### config.mk
export PLATFORM = sky130hd
export DESIGN_NAME = xy_capture_ctrl
export DESIGN_NICKNAME = d
export VERILOG_FILES = /design/src/rtl/xy_scope_pkg.sv /design/src/rtl/xy_trigger_detect.sv /design/src/rtl/xy_capture_ctrl.sv
export SDC_FILE = /design/constraint.sdc
export NUM_CORES = 1
export LEC_CHECK = 0
export ABC_AREA = 1
export CORE_MARGIN = 10
export CORE_UTILIZATION = 41
export DETAILED_ROUTE_END_ITERATION = 7
export HOLD_SLACK_MARGIN = 0.05
export PLACE_DENSITY = 0.84
export SLEW_MARGIN = 20
export SYNTH_ARGS = -nofsm -noshare
export SYNTH_HDL_FRONTEND = slang
export SYNTH_SLANG_ARGS = --single-unit
export TNS_END_PERCENT = 5
### constraint.sdc
create_clock -name clock -period 1.4 [get_ports clock]
set_input_delay 0.14 -clock clock [delete_from_list [all_inputs] [get_ports clock]]
set_output_delay 0.14 -clock clock [all_outputs]
set_load 0.01 [all_outputs]
### src/rtl/xy_scope_pkg.sv
// Shared state encoding and default widths for the XY scope capture path.
package xy_scope_pkg;

    localparam int DATA_IN_BITS      = 12;
    localparam int ADDRESS_BITS      = 12;
    localparam int SAMPLES_PER_FRAME = 1024;

    typedef enum logic [1:0] {
        ST_IDLE      = 2'd0,
        ST_WAIT_TRIG = 2'd1,
        ST_CAPTURE   = 2'd2,
        ST_FULL      = 2'd3
    } captureState_t;

endpackage

### src/rtl/xy_trigger_detect.sv
// Rising-edge level trigger on channel 1 plus an auto-trigger timeout counter.
module xy_trigger_detect #(
    parameter int DATA_IN_BITS         = xy_scope_pkg::DATA_IN_BITS,
    parameter int AUTO_TRIGGER_SAMPLES = 4096
) (
    input  logic                           clock,
    input  logic                           resetN,
    input  logic                           armed,
    input  logic                           sampleValid,
    input  logic signed [DATA_IN_BITS-1:0] sample1,
    input  logic signed [DATA_IN_BITS-1:0] triggerLevel,
    output logic                           fire
);

    localparam int COUNT_BITS = $clog2(AUTO_TRIGGER_SAMPLES) + 1;
    localparam logic [COUNT_BITS-1:0] AUTO_LAST = COUNT_BITS'(AUTO_TRIGGER_SAMPLES - 1);

    logic signed [DATA_IN_BITS-1:0] prevSample1_r;
    logic [COUNT_BITS-1:0]          autoCount_r;
    logic                           crossing_s;

    // History tracks every valid sample; timeout only runs while armed.
    always_ff @(posedge clock) begin
        if (!resetN) begin
            prevSample1_r <= '0;
            autoCount_r   <= '0;
        end else begin
            if (sampleValid) begin
                prevSample1_r <= sample1;
            end
            if (!armed) begin
                autoCount_r <= '0;
            end else if (sampleValid) begin
                autoCount_r <= autoCount_r + COUNT_BITS'(1);
            end
        end
    end

    // Fire on an upward crossing or on the valid sample that reaches the timeout.
    always_comb begin
        crossing_s = 1'b0;
        fire       = 1'b0;
        if ((prevSample1_r < triggerLevel) && (sample1 >= triggerLevel)) begin
            crossing_s = 1'b1;
        end else begin
            crossing_s = 1'b0;
        end
        if (sampleValid && armed) begin
            fire = crossing_s || (autoCount_r == AUTO_LAST);
        end else begin
            fire = 1'b0;
        end
    end

endmodule

### src/rtl/xy_capture_ctrl.sv
// Double-buffered XY sample capture controller; the trigger path is built only
// when XY_CAPTURE_TRIGGER_EN is defined, otherwise capture starts immediately.
module xy_capture_ctrl
    import xy_scope_pkg::*;
#(
    parameter int DATA_IN_BITS         = xy_scope_pkg::DATA_IN_BITS,
    parameter int ADDRESS_BITS         = xy_scope_pkg::ADDRESS_BITS,
    parameter int SAMPLES_PER_FRAME    = xy_scope_pkg::SAMPLES_PER_FRAME,
    parameter int AUTO_TRIGGER_SAMPLES = 4096
) (
    input  logic                           clock,
    input  logic                           resetN,
    input  logic                           enable,
    input  logic                           sampleValid,
    input  logic signed [DATA_IN_BITS-1:0] sample1,
    input  logic signed [DATA_IN_BITS-1:0] sample2,
    input  logic signed [DATA_IN_BITS-1:0] triggerLevel,
    input  logic                           drawStarting,
    output logic                           writeEnable,
    output logic [ADDRESS_BITS-1:0]        writeAddress,
    output logic [DATA_IN_BITS-1:0]        writeData1,
    output logic [DATA_IN_BITS-1:0]        writeData2,
    output logic                           writeBank,
    output logic                           displayBank,
    output logic                           frameReady,
    output logic                           capturing,
    output logic [15:0]                    frameCount
);

    localparam logic [ADDRESS_BITS-1:0] LAST_ADDR = ADDRESS_BITS'(SAMPLES_PER_FRAME - 1);

    captureState_t           state_r;
    captureState_t           nextState_s;
    captureState_t           startState_s;
    logic [ADDRESS_BITS-1:0] addrCount_r;
    logic [ADDRESS_BITS-1:0] nextAddr_s;
    logic                    doWrite_s;
    logic                    swap_s;
    logic                    fire_s;

`ifdef XY_CAPTURE_TRIGGER_EN
    assign startState_s = ST_WAIT_TRIG;

    xy_trigger_detect #(
        .DATA_IN_BITS        (DATA_IN_BITS),
        .AUTO_TRIGGER_SAMPLES(AUTO_TRIGGER_SAMPLES)
    ) trigger (
        .clock       (clock),
        .resetN      (resetN),
        .armed       ((state_r == ST_WAIT_TRIG) && enable),
        .sampleValid (sampleValid),
        .sample1     (sample1),
        .triggerLevel(triggerLevel),
        .fire        (fire_s)
    );
`else
    localparam int unusedAutoTrigger = AUTO_TRIGGER_SAMPLES;
    logic unusedTriggerLevel_s;
    assign unusedTriggerLevel_s = ^triggerLevel;
    assign startState_s = ST_CAPTURE;
    assign fire_s       = 1'b0;
`endif

    // Next-state, write strobe and bank-swap decode.
    always_comb begin
        nextState_s = state_r;
        nextAddr_s  = addrCount_r;
        doWrite_s   = 1'b0;
        swap_s      = 1'b0;
        case (state_r)
            ST_IDLE: begin
                nextAddr_s = '0;
                if (enable) begin
                    nextState_s = startState_s;
                end else begin
                    nextState_s = ST_IDLE;
                end
            end
            ST_WAIT_TRIG: begin
                nextAddr_s = '0;
`ifdef XY_CAPTURE_TRIGGER_EN
                if (!enable) begin
                    nextState_s = ST_IDLE;
                end else if (fire_s) begin
                    doWrite_s = 1'b1;
                    if (LAST_ADDR == '0) begin
                        nextState_s = ST_FULL;
                    end else begin
                        nextState_s = ST_CAPTURE;
                        nextAddr_s  = ADDRESS_BITS'(1);
                    end
                end else begin
                    nextState_s = ST_WAIT_TRIG;
                end
`else
                nextState_s = ST_IDLE;
`endif
            end
            ST_CAPTURE: begin
                if (!enable) begin
                    nextState_s = ST_IDLE;
                    nextAddr_s  = '0;
                end else if (sampleValid) begin
                    doWrite_s = 1'b1;
                    if (addrCount_r == LAST_ADDR) begin
                        nextState_s = ST_FULL;
                        nextAddr_s  = '0;
                    end else begin
                        nextState_s = ST_CAPTURE;
                        nextAddr_s  = addrCount_r + ADDRESS_BITS'(1);
                    end
                end else begin
                    nextState_s = ST_CAPTURE;
                end
            end
            ST_FULL: begin
                // The pending swap completes even if enable has dropped.
                nextAddr_s = '0;
                if (drawStarting) begin
                    swap_s = 1'b1;
                    if (enable) begin
                        nextState_s = startState_s;
                    end else begin
                        nextState_s = ST_IDLE;
                    end
                end else begin
                    nextState_s = ST_FULL;
                end
            end
            default: begin
                nextState_s = ST_IDLE;
                nextAddr_s  = '0;
            end
        endcase
    end

    // State, write port, bank and status registers.
    always_ff @(posedge clock) begin
        if (!resetN) begin
            state_r      <= ST_IDLE;
            addrCount_r  <= '0;
            writeEnable  <= 1'b0;
            writeAddress <= '0;
            writeData1   <= '0;
            writeData2   <= '0;
            writeBank    <= 1'b0;
            displayBank  <= 1'b1;
            frameReady   <= 1'b0;
            capturing    <= 1'b0;
            frameCount   <= 16'd0;
        end else begin
            state_r     <= nextState_s;
            addrCount_r <= nextAddr_s;
            writeEnable <= doWrite_s;
            if (doWrite_s) begin
                writeAddress <= addrCount_r;
                writeData1   <= sample1;
                writeData2   <= sample2;
            end
            if (swap_s) begin
                writeBank   <= ~writeBank;
                displayBank <= writeBank;
                frameCount  <= frameCount + 16'd1;
            end
            frameReady <= (nextState_s == ST_FULL);
            capturing  <= (nextState_s == ST_CAPTURE);
        end
    end

endmodule
Word level (Yosys, flattened, before mapping). Cells that the tools add are included.

Register bits: 71. Latch bits: 0. Memory bits (writable): 0. Memory bits (read-only): 0. Input bits: 41. Output and inout bits: 57. Logic and storage cells: 38. Memories kept: 0.

Add/sub/neg operators: 2. Multiply operators: 0. Divide/modulo/power cells: 0. Order comparisons: 0. Equality and inequality tests: 7. Shifts and indexed selects: 0. Multiplexer cells: 15. Bitwise operators: 1. Reductions and logical operators: 2.

Operator list (number): $mux 12 (3); $pmux 12 s2 (1); $add 16x1->16 const B (1); $add 12x1->12 const B (1); $eq 12x10->1 const B (1); $eq 2x2->1 const B (4); $mux 2 (4); $pmux 2 s4 (1); $mux 1 (6); $ne 3x3->1 const B (1); $reduce_or 3->1 (1); $eq 2x1->1 const B (1); $logic_not 2->1 (1); $not 1->1 (1).

Depth between registers and ports, before layout.
Word-level depth: 6. Depth in mapped cells: 8. Depth with buffers taken out: 8.

Worst setup path after synthesis. OpenSTA, ideal clock, no wires.

Kind: flip-flop to flip-flop. Start: reg addrCount_r[1]. End: reg addrCount_r[10]. Library setup time: 0.120 ns. Arrival time: 1.248 ns. Data required time: 1.280 ns. Setup slack: 0.032 ns. Cell stages (with the launch flop): 9. Buffers on the path: 0. Clock period less this slack: 1.368 ns. Cell sequence: dfxtp_1 > ha_1 > nand2_1 > nor2_1 > nand3_1 > inv_1 > nand3_1 > nand2_1 > nor2_1.

Word-level cells in the longest chain between the ends: 5. Elaborated cells on any way between the ends: 6. Those cells by class: add/sub (1); eq/ne (1); mux (4).

RTL lines: from (decl) (RTL line xy_capture_ctrl.sv:35) `logic [ADDRESS_BITS-1:0] addrCount_r;`; from (signal assigned) (RTL line xy_capture_ctrl.sv:153) `addrCount_r <= nextAddr_s;`; $add 12x1->12 or $eq 12x10->1 (tied branches) (RTL line xy_capture_ctrl.sv:110, xy_capture_ctrl.sv:105); $mux 12 (*) (RTL line xy_capture_ctrl.sv:105) `if (addrCount_r == LAST_ADDR) begin`; $mux 12 (*) (RTL line xy_capture_ctrl.sv:103) `end else if (sampleValid) begin`; $mux 12 (*) (RTL line xy_capture_ctrl.sv:100) `if (!enable) begin`; $pmux 12 s2 (*) (RTL line xy_capture_ctrl.sv:70) `case (state_r)`.

Mark *: on every way between the ends. The rest lies on a longest branch, timed or not. The select of a mux whose other input is x is not followed. A chain may end at the register's enable or synchronous reset.

Worst setup path after layout.
Start: reg writeData2[9]. End: out writeData2[9].

RTL lines: from (decl) (RTL line xy_capture_ctrl.sv:22) `output logic [DATA_IN_BITS-1:0] writeData2,`; from (signal assigned) (RTL line xy_capture_ctrl.sv:158) `writeData2 <= sample2;`.

No word-level cell between the ends.

==> impl_metrics.csv <==
group,metric,value,unit
clock_network,h-tree-depth,3,
power_and_ir_drop,p_clk_share,40.1,%
place,gp_congestion,0.8297,
synthesis,syn_nets,425,
timing,skew,0.009232,ns
floorplan,core_region_area,0.006756,mm²
synthesis,yosysMostFrequentCell,"nor2_1",
worst_setup_path,cp.depth,1,
synthesis,synth_area_leaders,"dfxtp_1 (50%), nor2_1 (12%), o21ai_0 (7.6%)",
clock_network,clk_pin_slew,0.07,ns
worst_setup_path,reg2regPathDepth,7,
clock_network,cts_tree,"done",
layout,final_util,63.24,%
timing,hold_viol_final,0,
worst_setup_path,crit_type,"register to output port",
clock_network,cts_buffer_depth,2,
detailed_routing,drt_iter0_markers,122,
hold_path,min-delay-start,"sample1[3]",
floorplan,die_w,103.4,µm
detailed_routing,wire_per_inst,14.27,µm
timing,finalSetupTns,0,ns
synthesis,synth_ff_type,"dfxtp_1",
worst_setup_path,reg2reg_slack,0.04,ns
worst_setup_path,crit_buf_inv,1,
global_route,grt_overflow_total,0,
worst_setup_path,cpPeakStageDelay,0.55,ns
hold_path,hold_path_class,"primary input to register",
worst_setup_path,endpoint_kind,"output port",
power_and_ir_drop,p_switching,891.8,µW
power_and_ir_drop,leakage,2.234,nW
floorplan,die_area,0.01069,mm²
layout,nFillCells,593,
layout,syn_to_final_growth,49.91,%
place,io_buffers,85,
timing,rsz0062_at_grt,"true",
power_and_ir_drop,sw_frac_of_total,22.39,%
detailed_routing,firstDrtPassIters,4,
clock_network,cts_inserted_buffers,9,
global_route,grt_pass1_vias,2841,
place,hpwl,5946,µm
synthesis,yosys_warnings,0,
timing,worst_pin_slew,0.4156,ns
synthesis,ys_ff_latch,71,
floorplan,rows,30,
layout,drive_above_1_share,15.23,%
timing,fmaxAchievable,731.2,MHz
power_and_ir_drop,powerDensity,932.2,mW/mm²
synthesis,synth_top_area_share,49.87,%
timing,max_slew_margin,72.08,%
synthesis,synthCells,382,
synthesis,synth-edff-count,0,
timing,timing.final.crit_share,97.68,%
timing,setup_ws,0.03247,ns
clock_network,clock-sinks,71,
power_and_ir_drop,vdd_drop_max,575.4,µV
synthesis,synth.largest_area_cell,"dfxtp_1",
floorplan,pin_count,98,
power_and_ir_drop,comb_power_share,7.6,%
timing,hold_slack,0.3782,ns
synthesis,syn_area,0.002850,mm²
worst_setup_path,critPathSlowestCell,"clkdlybuf4s50_1",
synthesis,syn_area_per_cell,7.461,µm²
global_route,antenna_found_initial,0,
global_route,grt_max_degree,39,
layout,final_nets,537,
place,place_ws,-0.3158,ns
power_and_ir_drop,p_int,3.091,mW
timing,setup_violations,0,
clock_network,clock_latency,0.34,ns
synthesis,yosysSeqAreaShare,49.87,%
detailed_routing,wl,8265,µm
synthesis,synth_common_cells,"nor2_1 (92), dfxtp_1 (71), nand2_1 (50), o21ai_0 (43), inv_1 (31)",
power_and_ir_drop,seqPwrFrac,52.2,%
worst_setup_path,required,1.26,ns
worst_setup_path,r2r-start,"state_r[0]$_SDFF_PN0_",
worst_setup_path,path_max_fanout,2,
layout,insertedDiodeCount,0,
worst_setup_path,start_kind,"register",
synthesis,async_flop_share,0,%
timing,final-max-slew-violation-count,0,
flow_run,drv_cap,0,
synthesis,synth.distinct_cells,30,
global_route,grt_first_pass_wirelength,12970,µm
detailed_routing,vias,2891,
clock_network,cts_root_buffer,"clkbuf_8",
detailed_routing,ant_nets,0,
floorplan,initial_utilization,42.19,%
hold_path,hold-path-cell-count,3,
status,status,"complete, no violations",
worst_setup_path,path_cells,"clkdlybuf4s50_1",
timing,post-route-min-period,1.368,ns
detailed_routing,drc_errors,0,
worst_setup_path,path_delay_family,"buffers and inverters",
worst_setup_path,arrival,1.23,ns
global_route,grtUsageTotal,15.26,%
floorplan,die_y,103.4,µm
worst_setup_path,cp-startpoint,"writeData2[9]$_SDFFE_PN0P_",
detailed_routing,vias_per_cell,4.993,
==> flip-flops by register name, summed over array words and instances (netlist names) <==
signal	count
addrCount_r	12
capturing	1
displayBank	1
frameCount	16
frameReady	1
state_r	2
writeAddress	12
writeBank	1
writeData1	12
writeData2	12
writeEnable	1
==> what timing repair did <==
item	in CTS	in global routing
buffers inserted	0	4
cloned	0	0
pin swaps	0	6
setup endpoints to repair	60	77
hold buffers	0	0
resized for setup	26	44
==> path summary, 6_finish.rpt <==
| check | end |
|---|---|
| setup / recovery | writeData2[9] |
| hold / removal | writeData1[3]$_SDFFE_PN0P_ |
| setup reg to reg | capturing$_SDFF_PN0_ |
| hold reg to reg | displayBank$_SDFFE_PN1P_ |
==> placed cells by master, fill, tap and decap left out, types with 3 or more instances in the layout <==
cell type	n
dlymetal6s2s_1	23
nand3_1	10
buf_4	26
nor3_1	7
clkinv_2	3
o21ai_0	43
nor2_1	87
nand4_1	7
dfxtp_1	64
inv_2	3
clkdlybuf4s50_1	41
inv_1	30
nand3_2	6
dfxtp_2	7
nand2_1	48
nor2_2	6
xor2_1	4
a21oi_1	25
clkbuf_8	10
buf_6	3
dlygate4sd2_1	21
==> logic make-up after synthesis <==
family	after synthesis	share of synthesized area, %
and+or+nand+nor	180	27.13
adders and majority gates	2	0.8778
buffers and inverters	48	6.717
xor gates and xnor gates	6	1.844
AOI/OAI and AO/OA	75	13.56
DFF	71	49.87
==> stage by stage <==
step                total power, mW  std cells  cell area (µm²)
detailed placement            2.434        559             3951
finish                        3.983        579             4273
global route                  4.142        579             4273
global placement              2.427        559             3951
CTS                           4.021        575             4125
floorplan                     2.232        382             2850
==> final cells by class <==
class | instances | area (µm²) | area share [%]
flip-flops and latches | 71 | 1430 | 33.47
multi-input cells | 263 | 1291 | 30.22
repair buffers | 115 | 1131 | 26.47
clock buffers | 12 | 145.1 | 3.397
inverters | 34 | 130.1 | 3.045
well taps | 80 | 100.1 | 2.343
clock inverters | 4 | 45.04 | 1.054
==> routing by layer <==
layer  track usage (%)  vias to the layer above  part of all wire [%]
met5                 0                        -                     0
met3             5.449                       13                   6.5
met4             5.668                        0                   1.9
li1                  -                     1465                     -
met1             15.59                     1348                    40
met2             27.88                       65                    51
==> power groups by stage <==
stage	Sequential (mW)	Combinational, mW	Clock (mW)
2_1_floorplan	2.14	0.0899	0
3_3_place_gp	2.12	0.303	0
3_5_place_dp	2.13	0.308	0
4_1_cts	2.08	0.307	1.63
5_1_grt	2.08	0.331	1.73
6_report	2.08	0.304	1.60
==> tightest hold or removal path: cells and delay by family <==
kind | cells | cell delay, ns
buf+inv | 1 | 0.39
simple gates | 2 | 0.15
Power figures use the tool's default switching activity.
